**src/rtl/mem_access_ctrl.sv**
```systemverilog
// Memory-stage access controller: holds the pipeline while a load/store runs on the data bus.
// Optional MEM_TIMEOUT_EN macro adds a 256-cycle access timeout with a sticky mem_err flag.
module mem_access_ctrl (
    input  logic        clock,
    input  logic        reset_0,
    input  logic [31:0] ans_me,
    input  logic [31:0] b_me,
    input  logic [4:0]  rw_me,
    input  logic        wreg_me,
    input  logic        m2reg_me,
    input  logic        wmem_me,
    output logic        mem_req,
    output logic        mem_we,
    output logic [31:0] mem_addr,
    output logic [31:0] mem_wdata,
    input  logic [31:0] mem_rdata,
    input  logic        mem_ack,
    output logic        stall,
    output logic [31:0] ans_wb,
    output logic [31:0] mdata_wb,
    output logic [4:0]  rw_wb,
    output logic        wreg_wb,
    output logic        m2reg_wb,
    output logic        mem_err
);

    typedef enum logic [1:0] {IDLE, ACCESS, DONE} state_t;

    state_t      state_q, state_d;
    logic        req_q, req_d;
    logic        we_q, we_d;
    logic [31:0] addr_q, addr_d;
    logic [31:0] wdata_q, wdata_d;
    logic [31:0] rdata_q, rdata_d;
    logic [31:0] ans_wb_q, ans_wb_d;
    logic [31:0] mdata_wb_q, mdata_wb_d;
    logic [4:0]  rw_wb_q, rw_wb_d;
    logic        wreg_wb_q, wreg_wb_d;
    logic        m2reg_wb_q, m2reg_wb_d;
    logic        err_q, err_d;
    logic        stall_c;
    logic        mem_op;
    logic        timeout;

    assign mem_op = m2reg_me | wmem_me;

`ifdef MEM_TIMEOUT_EN
    logic [7:0] cnt_q, cnt_d;

    // Counter is cleared outside ACCESS, so it reads k-1 on the k-th access cycle.
    always_comb begin
        cnt_d = 8'd0;
        if (state_q == ACCESS)
            cnt_d = cnt_q + 8'd1;
    end

    always_ff @(posedge clock or negedge reset_0) begin
        if (!reset_0)
            cnt_q <= 8'd0;
        else
            cnt_q <= cnt_d;
    end

    assign timeout = (state_q == ACCESS) && !mem_ack && (cnt_q == 8'hFF);
`else
    assign timeout = 1'b0;
`endif

    always_comb begin
        state_d    = state_q;
        req_d      = req_q;
        we_d       = we_q;
        addr_d     = addr_q;
        wdata_d    = wdata_q;
        rdata_d    = rdata_q;
        ans_wb_d   = ans_wb_q;
        mdata_wb_d = mdata_wb_q;
        rw_wb_d    = rw_wb_q;
        wreg_wb_d  = wreg_wb_q;
        m2reg_wb_d = m2reg_wb_q;
        err_d      = err_q;
        stall_c    = 1'b0;
        unique case (state_q)
            IDLE: begin
                if (mem_op) begin
                    stall_c   = 1'b1;
                    state_d   = ACCESS;
                    req_d     = 1'b1;
                    we_d      = wmem_me;
                    addr_d    = ans_me;
                    wdata_d   = b_me;
                    wreg_wb_d  = 1'b0;
                    m2reg_wb_d = 1'b0;
                end else begin
                    ans_wb_d   = ans_me;
                    mdata_wb_d = 32'd0;
                    rw_wb_d    = rw_me;
                    wreg_wb_d  = wreg_me;
                    m2reg_wb_d = 1'b0;
                end
            end
            ACCESS: begin
                stall_c    = 1'b1;
                wreg_wb_d  = 1'b0;
                m2reg_wb_d = 1'b0;
                // A same-cycle ack beats the timeout and leaves mem_err alone.
                if (mem_ack || timeout) begin
                    rdata_d = (mem_ack && !we_q) ? mem_rdata : 32'd0;
                    req_d   = 1'b0;
                    we_d    = 1'b0;
                    state_d = DONE;
                    err_d   = err_q | timeout;
                end
            end
            DONE: begin
                ans_wb_d   = ans_me;
                mdata_wb_d = rdata_q;
                rw_wb_d    = rw_me;
                wreg_wb_d  = wreg_me;
                m2reg_wb_d = m2reg_me & ~wmem_me;
                state_d    = IDLE;
            end
            default: state_d = IDLE;
        endcase
    end

    always_ff @(posedge clock or negedge reset_0) begin
        if (!reset_0) begin
            state_q    <= IDLE;
            req_q      <= 1'b0;
            we_q       <= 1'b0;
            addr_q     <= 32'd0;
            wdata_q    <= 32'd0;
            rdata_q    <= 32'd0;
            ans_wb_q   <= 32'd0;
            mdata_wb_q <= 32'd0;
            rw_wb_q    <= 5'd0;
            wreg_wb_q  <= 1'b0;
            m2reg_wb_q <= 1'b0;
            err_q      <= 1'b0;
        end else begin
            state_q    <= state_d;
            req_q      <= req_d;
            we_q       <= we_d;
            addr_q     <= addr_d;
            wdata_q    <= wdata_d;
            rdata_q    <= rdata_d;
            ans_wb_q   <= ans_wb_d;
            mdata_wb_q <= mdata_wb_d;
            rw_wb_q    <= rw_wb_d;
            wreg_wb_q  <= wreg_wb_d;
            m2reg_wb_q <= m2reg_wb_d;
            err_q      <= err_d;
        end
    end

    // Gate stall with reset so a held memory op upstream cannot freeze the pipe during reset.
    assign stall     = stall_c & reset_0;
    assign mem_req   = req_q;
    assign mem_we    = we_q;
    assign mem_addr  = addr_q;
    assign mem_wdata = wdata_q;
    assign ans_wb    = ans_wb_q;
    assign mdata_wb  = mdata_wb_q;
    assign rw_wb     = rw_wb_q;
    assign wreg_wb   = wreg_wb_q;
    assign m2reg_wb  = m2reg_wb_q;
    assign mem_err   = err_q;

endmodule
```
**config.mk**
```make
export PLATFORM = sky130hd
export DESIGN_NAME = mem_access_ctrl
export DESIGN_NICKNAME = d
export VERILOG_FILES = /design/src/rtl/mem_access_ctrl.sv
export SDC_FILE = /design/constraint.sdc
export NUM_CORES = 1
export LEC_CHECK = 0
export CAP_MARGIN = 10
export CORE_UTILIZATION = 48
export CTS_CLUSTER_SIZE = 28
export DETAILED_ROUTE_END_ITERATION = 6
export PLACE_DENSITY = 0.86
export SLEW_MARGIN = 20
export SYNTH_ARGS = -nofsm -noshare
export SYNTH_HDL_FRONTEND = slang
export SYNTH_SLANG_ARGS = --single-unit
```
**constraint.sdc**
```tcl
create_clock -name clock -period 3.16 [get_ports clock]
set_input_delay 0.316 -clock clock [delete_from_list [all_inputs] [get_ports clock]]
set_output_delay 0.316 -clock clock [all_outputs]
set_load 0.01 [all_outputs]
```
Word level (Yosys, flattened, before mapping)
Index checks and enable logic that the tools add are counted.
{ "classes": {"eq_ne": 5, "muxes": 20, "n_bitwise": 4, "n_reduce_logical": 13} }
{ "ops": {"columns": ["cell", "count"], "rows": [
  ["one-hot mux 32 bit (2 select lines)", 2],
  ["two-way mux 32 bit", 3],
  ["one-hot mux 5 bit (2 select lines)", 1],
  ["one-hot mux 1 bit (2 select lines)", 4],
  ["AND reduction 2 bit", 4],
  ["inequality test 2 bit, second input constant", 3],
  ["nonzero test 2 bit", 3],
  ["two-way mux 1 bit", 5],
  ["two-way mux 5 bit", 1],
  ["two-way mux 2 bit", 2],
  ["one-hot mux 2 bit (2 select lines)", 1],
  ["one-hot mux 1 bit (3 select lines)", 1],
  ["AND reduction 3 bit", 1],
  ["nonzero test 3 bit", 1],
  ["bitwise AND 1 bit", 2],
  ["equality test 2 x 1 -> 1 bit, second input constant", 1],
  ["equality test 2 bit, second input constant", 1],
  ["zero test 2 bit", 1],
  ["OR reduction 2 bit", 1],
  ["logical AND 1 bit", 1],
  ["zero test 1 bit", 1],
  ["inverter 1 bit", 1],
  ["OR 1 bit", 1]
]} }
{ "word_totals": {"ff_bits": 171, "input_bits": 107, "output_inout_bits": 139, "elab_cells": 53} }

Depth between registers and ports, before layout
Gate-level depths: netlist of the first run.
{ "depth": {"ltp_word": 4, "mapped_depth": 7, "depth_no_buf": 5} }

Worst setup path after synthesis of the first run
OpenSTA, ideal clock, no wires.
{ "synth_timing": {"path_kind": "register -> output", "from": "reg state_q[0]", "to": "out stall", "arrival_time_ps": 1445, "t_required_ps": 2844, "setup_slack_ps": 1399, "path_stages_with_launch": 7, "path_buffers": 2, "cell_sequence": "dfrtp_1 -> inv_1 -> ha_1 -> o21ai_1 -> buf_4 -> buf_6 -> o21ai_0"} }
{ "synth_via": {"elab_chain_cells": 3, "elab_cells_between_ends": 4, "classes_between": "eq/ne (1); mux (1); bitwise (1); reduce/logical (1)"} }
{ "synth_rtl": {"columns": ["element", "line_no", "rtl"], "rows": [
  ["start, declared", "29", "state_t state_q, state_d;"],
  ["start signal, assigned", "142", "state_q <= state_d;"],
  ["equality test 2 x 1 -> 1 bit / zero test 2 bit (equally long branches)", "83", "unique case (state_q)"],
  ["one-hot mux 1 bit (2 select lines) (*)", "83", null],
  ["bitwise AND 1 bit (*)", "158", "assign stall = stall_c & reset_0;"],
  ["end, declared", "18", "output logic stall,"]
]} }
Mark *: on every way between the ends. The rest lies on a longest branch, timed or not.

Worst setup path in the final report of the first run
{ "layout_timing": {"from": "reg state_q[1]", "to": "out stall"} }
Same word-level chain as after synthesis.

==> results.py, run 1 <==
metrics = {
    "detailed_routing": {
        "drtIter0Drc": 333,
        "vias": 4556,
        "dr.pass1.iters": 4,
        "viasPerCell": 5.10,
        "drc_errors": 0,
        "ant_nets": 0,
        "wl_um": 15700,
        "wl_per_cell_um": 17.6,
    },
    "hold_path": {
        "hold_class": "in2async",
    },
    "floorplanning": {
        "core-area_mm2": 0.0133,
        "ios": 246,
        "die_y_um": 119,
        "die_x_um": 119,
        "dieArea_mm2": 0.0141,
        "initial_core_util_pct": 49.2,
        "rows": 42,
    },
    "clock_tree": {
        "htreeDepth": 4,
        "cts_buffer_depth": 2,
        "path_clk_slew_ns": 0.06,
        "post_cts_buffers": 0,
        "root_buffer": "clkbuf_16",
        "clock_latency_ns": 0.42,
        "numCtsBuffers": 17,
        "clock_sinks": 171,
        "cts_tree": "built",
        "cts_resized": 0,
    },
    "job": {
        "maxCapViolCount": 0,
    },
    "power_and_ir_drop": {
        "power.share.clock_pct": 20.0,
        "p_leak_nw": 4.20,
        "power.density_mw_per_mm2": 1080,
        "peakVddDrop_mv": 0.571,
        "p_sw_share_pct": 31.1,
        "power_frac_seq_pct": 36.7,
        "pwr-share-comb_pct": 43.3,
        "power.total_mw": 10.5,
        "p_sw_mw": 3.26,
        "internal_power_mw": 7.21,
    },
    "grt": {
        "grt_max_degree": 164,
        "grt_use_total_pct": 23.3,
        "grt.overflow.total": 0,
        "grt_pass1_vias": 4647,
        "grt_first_pass_wirelength_um": 25000,
        "antenna_found_initial": 0,
    },
    "cells_and_area": {
        "drive_gt1_share_pct": 19.7,
        "final_cell_mix": "clkdlybuf4s50_1, dfrtp_1, mux2_2",
        "n_antenna_cell": 0,
        "area_growth_pct": 48.5,
        "fillCellCount": 858,
        "seq_area_mm2": 0.00428,
        "final_common_cell": "clkdlybuf4s50_1",
        "instances_no_fill": 893,
        "nNetsFinal": 818,
        "multiInputGateArea_mm2": 0.00209,
    },
    "yosys": {
        "yosys.area.top_type_share_pct": 65.4,
        "synthTopCellsByArea": "dfrtp_1, mux2_2, a22o_1, nand2_1, o21ai_0",
        "ys_types": 26,
        "synth.area.mux_share_pct": 18.0,
        "synth_top_family_by_area": "multiplexers",
        "avgSynthCellArea_um2": 14.1,
        "ys_seq_area_share_pct": 65.4,
        "ys_warn_count": 0,
        "synthAdderAreaFrac_pct": 1.15,
        "synth_compound_area_share_pct": 7.74,
        "synth_area_mm2": 0.00654,
        "syn-instance-count": 464,
        "synth-xor-area-share_pct": 0,
        "synth_top_area_cell": "dfrtp_1",
        "synth-simple-area-share_pct": 4.72,
        "yosys_register_bits": 171,
        "synthesis.nets": 577,
    },
    "sta": {
        "whs_ns": 0.275,
        "max_freq_mhz": 398,
        "period_needed_ns": 2.51,
        "rsz0062_at_grt": "no",
        "worst_clock_skew_ns": 0.00489,
        "slew_viol_final": 0,
        "slew_headroom_pct": 30.9,
        "setup_viol": 0,
        "finalHoldViolations": 0,
        "fin_crit_sh_pct": 79.4,
        "tns_ns": 0,
        "worstMarginPinSlew_ns": 1.04,
    },
    "worst_setup_path": {
        "crit_type": "reg2out",
        "cp-end-kind": "primary output",
        "r2r_cells": 5,
        "arrival_ns": 2.19,
        "cp-start-kind": "flop",
        "worst-path-max-fanout": 4,
        "cp.required_ns": 2.84,
    },
    "run_status": {
        "outcome": "finished, final reports clean",
    },
    "placement": {
        "gp_congestion": 0.780,
        "dp_hpwl_um": 10500,
        "port_buffers": 244,
        "dp_cells": 861,
    },
}
[per-layer routing]
metal	up-vias	wire (µm)	global-route usage [%]
li1	2101	-	-
met1	2221	6370	28.3
met2	207	8020	39.9
met3	27	1030	6.18
met4	0	293	8.15
met5	-	0	0
[Yosys cell counts (all sizes together)]
master	instances
buf	19
ha	6
nand3b	1
o21ai	38
mux2i	2
nor3b	1
nor3	1
conb	1
clkbuf	9
and2	2
a21boi	1
a21oi	1
dfrtp	171
a311o	1
nor2b	1
a22o	32
mux2	102
o22ai	1
nor2	1
nand2	69
inv	3
o21a	1
[worst paths after layout]
path	start	slack [ns]	to
max	state_q[1]	0.65	stall
min	reset_0	0.28	rw_wb[3]
max reg2reg	state_q[1]	1.00	ans_wb[29]
min reg2reg	rdata_q[12]	0.48	rdata_q[12]
max in group asynchronous	reset_0	1.84	mem_wdata[9]
min in group clock	mem_rdata[28]	0.45	rdata_q[28]
[area by class of cell]
| class | instances | area share [%] |
|---|---|---|
| Clock inverter | 10 | 1.47 |
| Clock buffer | 21 | 4.74 |
| Timing Repair Buffer | 250 | 25.9 |
| Sequential cell | 171 | 44.0 |
| Tap cell | 176 | 2.27 |
| Inverter | 3 | 0.116 |
| Multi-Input combinational cell | 262 | 21.5 |
[power groups by stage]
stage	sequential, mW	combinational [mW]	clock [mW]
finish	3.84	4.54	2.09
global route	3.97	4.82	2.23
CTS	3.85	4.60	2.13
detailed placement	3.85	4.55	0
global placement	3.79	4.41	0
floorplan	4.18	1.82	0
[critical path, cell delays in order (launching register included)]
cell and delay (ns):
dfrtp_1 0.42, inv_1 0.16, ha_1 0.33, o21ai_4 0.11
o21ai_0 0.19, clkdlybuf4s50_1 0.58
[cell families (layout without fill, tap and decap cells)]
family | Yosys count | in the layout
compound gates | 75 | 75
fa+ha+maj | 6 | 6
buf+inv | 31 | 284
flops | 171 | 171
mux | 104 | 104
other cells | 1 | 1
simple gates | 76 | 76
[repair_timing]
action | CTS | global route
endpoints found under the hold margin | 8 | 0
hold buffers | 1 | 0
endpoints found under the setup margin | 0 | 0
[flip-flops by register name (all words and copies together), names as in the netlist]
signal	count
mem_addr	32
state_q	2
mdata_wb	32
ans_wb	32
rdata_q	32
mem_req	1
m2reg_wb	1
mem_wdata	32
mem_we	1
wreg_wb	1
rw_wb	5
[per-stage QoR]
step	instance area (µm²)	worst slack (ns)	utilization [%]
floorplan	6540	1.40	-
global placement	9110	0.975	68.5
detailed placement	9110	0.932	68.5
CTS	9720	0.619	73.1
global route	9720	0.550	73.1
finish	9720	0.649	73.1
(Power assumes the default switching activity.)
==> run 2: changes to the inputs <==
Settings changed: CORE_UTILIZATION 48 to 44, PLACE_DENSITY 0.86 to 0.8.
Clock period 3.16 ns to 2.5 ns, I/O delays scaled along.
==> results.py, run 2 (synthesis gave the netlist of run 1 again) <==
metrics = {
    "clock_tree": {
        "clock_sinks": 171,
        "path_clk_slew_ns": 0.06,
        "root_buffer": "clkbuf_16",
        "cts_hold_buffers": 0,
        "cts_tree": "built",
        "post_cts_buffers": 0,
        "clock_latency_ns": 0.42,
        "numCtsBuffers": 17,
        "cts_buffer_depth": 2,
        "cts_resized": 0,
        "htreeDepth": 4,
    },
    "sta": {
        "max_freq_mhz": 423,
        "worstMarginPinSlew_ns": 0.891,
        "tns_ns": 0,
        "whs_ns": -0.0161,
        "rsz0062_at_grt": "no",
        "slew_headroom_pct": 40.6,
        "fin_crit_sh_pct": 94.7,
        "period_needed_ns": 2.37,
        "slew_viol_final": 0,
        "finalHoldViolations": 4,
        "fin_ws_ns": 0.133,
        "worst_clock_skew_ns": 0.00542,
        "setup_viol": 0,
    },
    "floorplanning": {
        "dieArea_mm2": 0.0154,
        "die_x_um": 124,
        "core-area_mm2": 0.0145,
        "initial_core_util_pct": 45.0,
        "rows": 44,
        "ios": 246,
        "die_y_um": 124,
    },
    "run_status": {
        "violations": "hold timing",
        "outcome": "finished with violations",
    },
    "power_and_ir_drop": {
        "power.total_mw": 13.5,
        "power.density_mw_per_mm2": 1380,
        "peakVddDrop_mv": 0.716,
        "p_leak_nw": 4.26,
    },
    "hold_path": {
        "hold_class": "in2async",
    },
    "placement": {
        "dp_hpwl_um": 11200,
        "dp_cells": 872,
        "post-place-ws_ns": 0.451,
        "port_buffers": 244,
        "place_area_mm2": 0.00918,
        "gp_congestion": 0.866,
    },
    "grt": {
        "grt_pass1_vias": 4606,
        "grt_use_total_pct": 20.8,
        "grt_max_degree": 172,
        "grt_first_pass_wirelength_um": 23800,
        "antenna_found_initial": 0,
        "grt.overflow.total": 0,
    },
    "worst_setup_path": {
        "r2r-end": "ans_wb[22]",
        "cp-start-kind": "flop",
        "r2r_slack_ns": 0.48,
        "arrival_ns": 2.12,
        "cp-end-kind": "primary output",
        "cp.required_ns": 2.25,
        "r2r_start": "state_q[0]",
        "r2r_cells": 5,
        "worst-path-max-fanout": 4,
        "crit_type": "reg2out",
        "startpoint": "state_q[0]",
    },
    "job": {
        "maxCapViolCount": 0,
    },
    "detailed_routing": {
        "dr.pass1.iters": 4,
        "wl_um": 15800,
        "ant_nets": 0,
        "drc_errors": 0,
        "drtIter0Drc": 185,
        "wl_per_cell_um": 17.5,
        "vias": 4516,
        "viasPerCell": 5.00,
    },
    "cells_and_area": {
        "final_cell_mix": "clkdlybuf4s50_1, dfrtp_1, mux2_2",
        "area_growth_pct": 50.2,
        "n_antenna_cell": 0,
        "utilization_pct": 67.6,
        "drive_gt1_share_pct": 20.3,
        "nNetsFinal": 820,
        "design_area_mm2": 0.00983,
        "final_common_cell": "clkdlybuf4s50_1",
        "instances_no_fill": 903,
    },
}
## run 2: layout make-up
| class | count | area (µm²) |
|---|---|---|
| Timing Repair Buffer | 252 | 2570 |
| Fill cell | 1066 | 4700 |
| Sequential cell | 171 | 4280 |
| Inverter | 3 | 11.3 |
| Multi-Input combinational cell | 262 | 2090 |
| Tap cell | 184 | 230 |
| Clock inverter | 13 | 214 |
| Clock buffer | 18 | 439 |
## run 2: how the worst max path moves through the flow
stage                             to  slack [ns]
after global placement    ans_wb[19]        0.50
after CTS                      stall         0.1
final                          stall        0.13
after detailed placement  ans_wb[22]        0.45
after global routing           stall       0.002
after floorplan                stall        0.81
## run 2: where the power goes
| part | leakage (nW) | internal, mW | switching (mW) | total [mW] |
|---|---|---|---|---|
| registers | 2.10 | 4.11 | 0.757 | 4.87 |
| logic | 1.84 | 3.44 | 2.32 | 5.77 |
| clock network | 0.314 | 1.81 | 1.08 | 2.89 |
| total | 4.26 | 9.36 | 4.16 | 13.5 |
## run 2: worst max-delay path: stages (launching register included)
cell and delay (ns):
dfrtp_1 0.42, inv_1 0.13, ha_1 0.30, o21ai_4 0.10, o21ai_0 0.19, clkdlybuf4s50_1 0.56
## run 2: layer usage
layer	part of all wire (%)	GRT usage, %	vias up
li1	-	-	2095
met1	40	25.2	2243
met2	51	35.3	160
met3	7.6	5.45	18
met4	1.4	8.33	0
met5	0	0	-
==> patch, RTL diff (settings of run 2) <==
The option `MEM_TIMEOUT_EN` is turned on by a define.
--- a/src/rtl/mem_access_ctrl.sv
+++ b/src/rtl/mem_access_ctrl.sv
@@ -1,5 +1,7 @@
 // Memory-stage access controller: holds the pipeline while a load/store runs on the data bus.
 // Optional MEM_TIMEOUT_EN macro adds a 256-cycle access timeout with a sticky mem_err flag.
+`define MEM_TIMEOUT_EN
+
 module mem_access_ctrl (
     input  logic        clock,
     input  logic        reset_0,
Behaviour: same outputs for any inputs over 4 cycles, from zero or initial values and one cycle with reset_0 low; that may be too few to reach the edited logic, so the function may still have changed.
==> patch against run 2 <==
  * The flow still finishes with violations (negative hold slack)
  * Setup slack better by 0.16 ns
  * Worst hold slack lost 0.0018 ns
  * Non-clock buffer count is 2 higher
  * Total power increased by 2.4%
  * Sequential share of layout area decreased by 0.19 points
  * Cell area is 5.7% higher
  * Routed wire length up 11%
  * Utilization shrank 2.0 points
  * Die area rose by 8.4%
  * Sequential cell count rose by 9
  * Global-route usage up 0.65 points
  * Sequential power increased by 5.5%
  * First-iteration DRC count increased by 74%
  * Synthesized area grew 8.5%
==> patch: results (changes against run 2) <==
DR WL/cell 17.8 um (+1.7%); CP arrival 2.50 ns (+0.38 ns); Reg2Reg Depth 6 (+1); delay-heaviest family, CP simple AND/OR/NAND/NOR gates; leakage 0.00449 uW (+5.6%); top cells by count, synth dfrtp_1 (180), mux2_2 (91), o21ai_0 (41); reg2reg setup slack 0.30 ns (-0.18 ns); Setup CP Type flop to flop; vias in the first global route 5291 (+15%); dpl cells 954 (+9.4%); final hold vios 8 (+4); post-synthesis sequential area ratio 63.4% (-2.0 points); final WL 17600 um (+11%); Area contributors post-synth dfrtp_1 (63%), mux2_2 (14%), a22o_1 (3.9%); gpl congestion 0.835 (-3.5%); pin count of the biggest net entering global routing 181 (+5.2%); Synth Instances 514 (+11%); Global Route Usage Sum 21.4% (+0.65 points); status complete, but fails checks; Hold Slack -0.0179 ns (-0.00182 ns); first-pass GRT wire length 27300 um (+15%); CP max stage delay 0.48 ns (-0.08 ns); port bufs 245 (+0.41%); Yosys cell types 36 (+38%); Slew @ Worst Pin 0.994 ns (+0.103 ns); reg-to-reg endpoint rw_wb[4]; Max IR drop VDD 0.000770 V (+7.6%); nets 871 (+6.2%); CP max-delay cell or3b_1; failing checks negative hold slack; Crit Path Max Fanout 25 (+21)
patch: cell count changes after synthesis, moves of 9 or more:
cell,before,now
nand2_1,69,5
mux2_2,102,91
dfrtp_1,171,180
mux2_1,0,10
inv_1,3,37
a22oi_1,0,32
patch: worst reg2reg max path, stage by stage (launching register included):
cell      delay [ns]
dfrtp_1         0.44
inv_1           0.17
ha_2            0.27
or3b_1          0.48
a21boi_4        0.21
buf_12          0.18
mux2_1          0.34
patch: layout make-up:
type / instances / area, um^2
multi-input combinational: 267 / 2320
timing repair buffer: 254 / 2570
inverter: 37 / 139
tap: 216 / 270
fill: 1093 / 5440
sequential: 180 / 4500
clock buffer: 22 / 464
clock inverter: 10 / 121
patch: worst min-delay path by stage:
stage                       end  slack [ns]  cells after the start
floorplan             ans_wb[0]       -0.05                      0
global placement        mem_err        0.47                      1
detailed placement      mem_err        0.46                      1
CTS                 mem_addr[1]        0.10                      2
global route        mem_addr[1]        0.13                      2
finish              mem_addr[1]       -0.02                      2
patch: metrics by stage:
stage / instance area, um^2 / util (%) / worst slack [ns] / hold WS, ns / total power, uW
after detailed placement: 9800 / 61.9 / 0.149 / 0.462 / 11300
after CTS: 10400 / 65.6 / 0.00368 / 0.101 / 13900
after global routing: 10400 / 65.7 / 0.214 / 0.131 / 14600
after global placement: 9800 / 61.9 / 0.259 / 0.469 / 10900
final: 10400 / 65.7 / 0.298 / -0.0179 / 13800
after floorplan: 7100 / - / 0.537 / -0.0456 / 8050
patch: where the power goes:
part	internal, uW	leakage, uW	switching, uW
Sequential	4290	0.00214	844
Clock	1540	0.000279	1120
Combinational	3580	0.00207	2470
Total	9410	0.00449	4430
patch: timing repair:
| action | in CTS | in global routing |
|---|---|---|
| resized for setup | 1 | 3 |
| hold endpoints to repair | 0 | 0 |
| hold buffers | 0 | 0 |
| setup endpoints to repair | 1 | 1 |
patch: layer usage:
layer	vias to the layer above	track usage, %	part of all wire [%]
met5	-	0	0
met1	2533	25.3	40
met2	231	36.8	50
li1	2321	-	-
met4	0	7.47	1.5
met3	25	7.06	9.0
patch: kinds of logic (layout without fill, tap and decap cells):
group / count (synthesis) / in the layout / share of synthesized area [%]
muxes: 101 / 101 / 16.0
adders and majority gates: 7 / 7 / 1.23
and+or+nand+nor: 36 / 36 / 2.92
AOI/OAI and AO/OA: 120 / 120 / 11.8
DFF: 180 / 180 / 63.4
xor gates and xnor gates: 3 / 3 / 0.370
buffers and inverters: 67 / 323 / 4.23
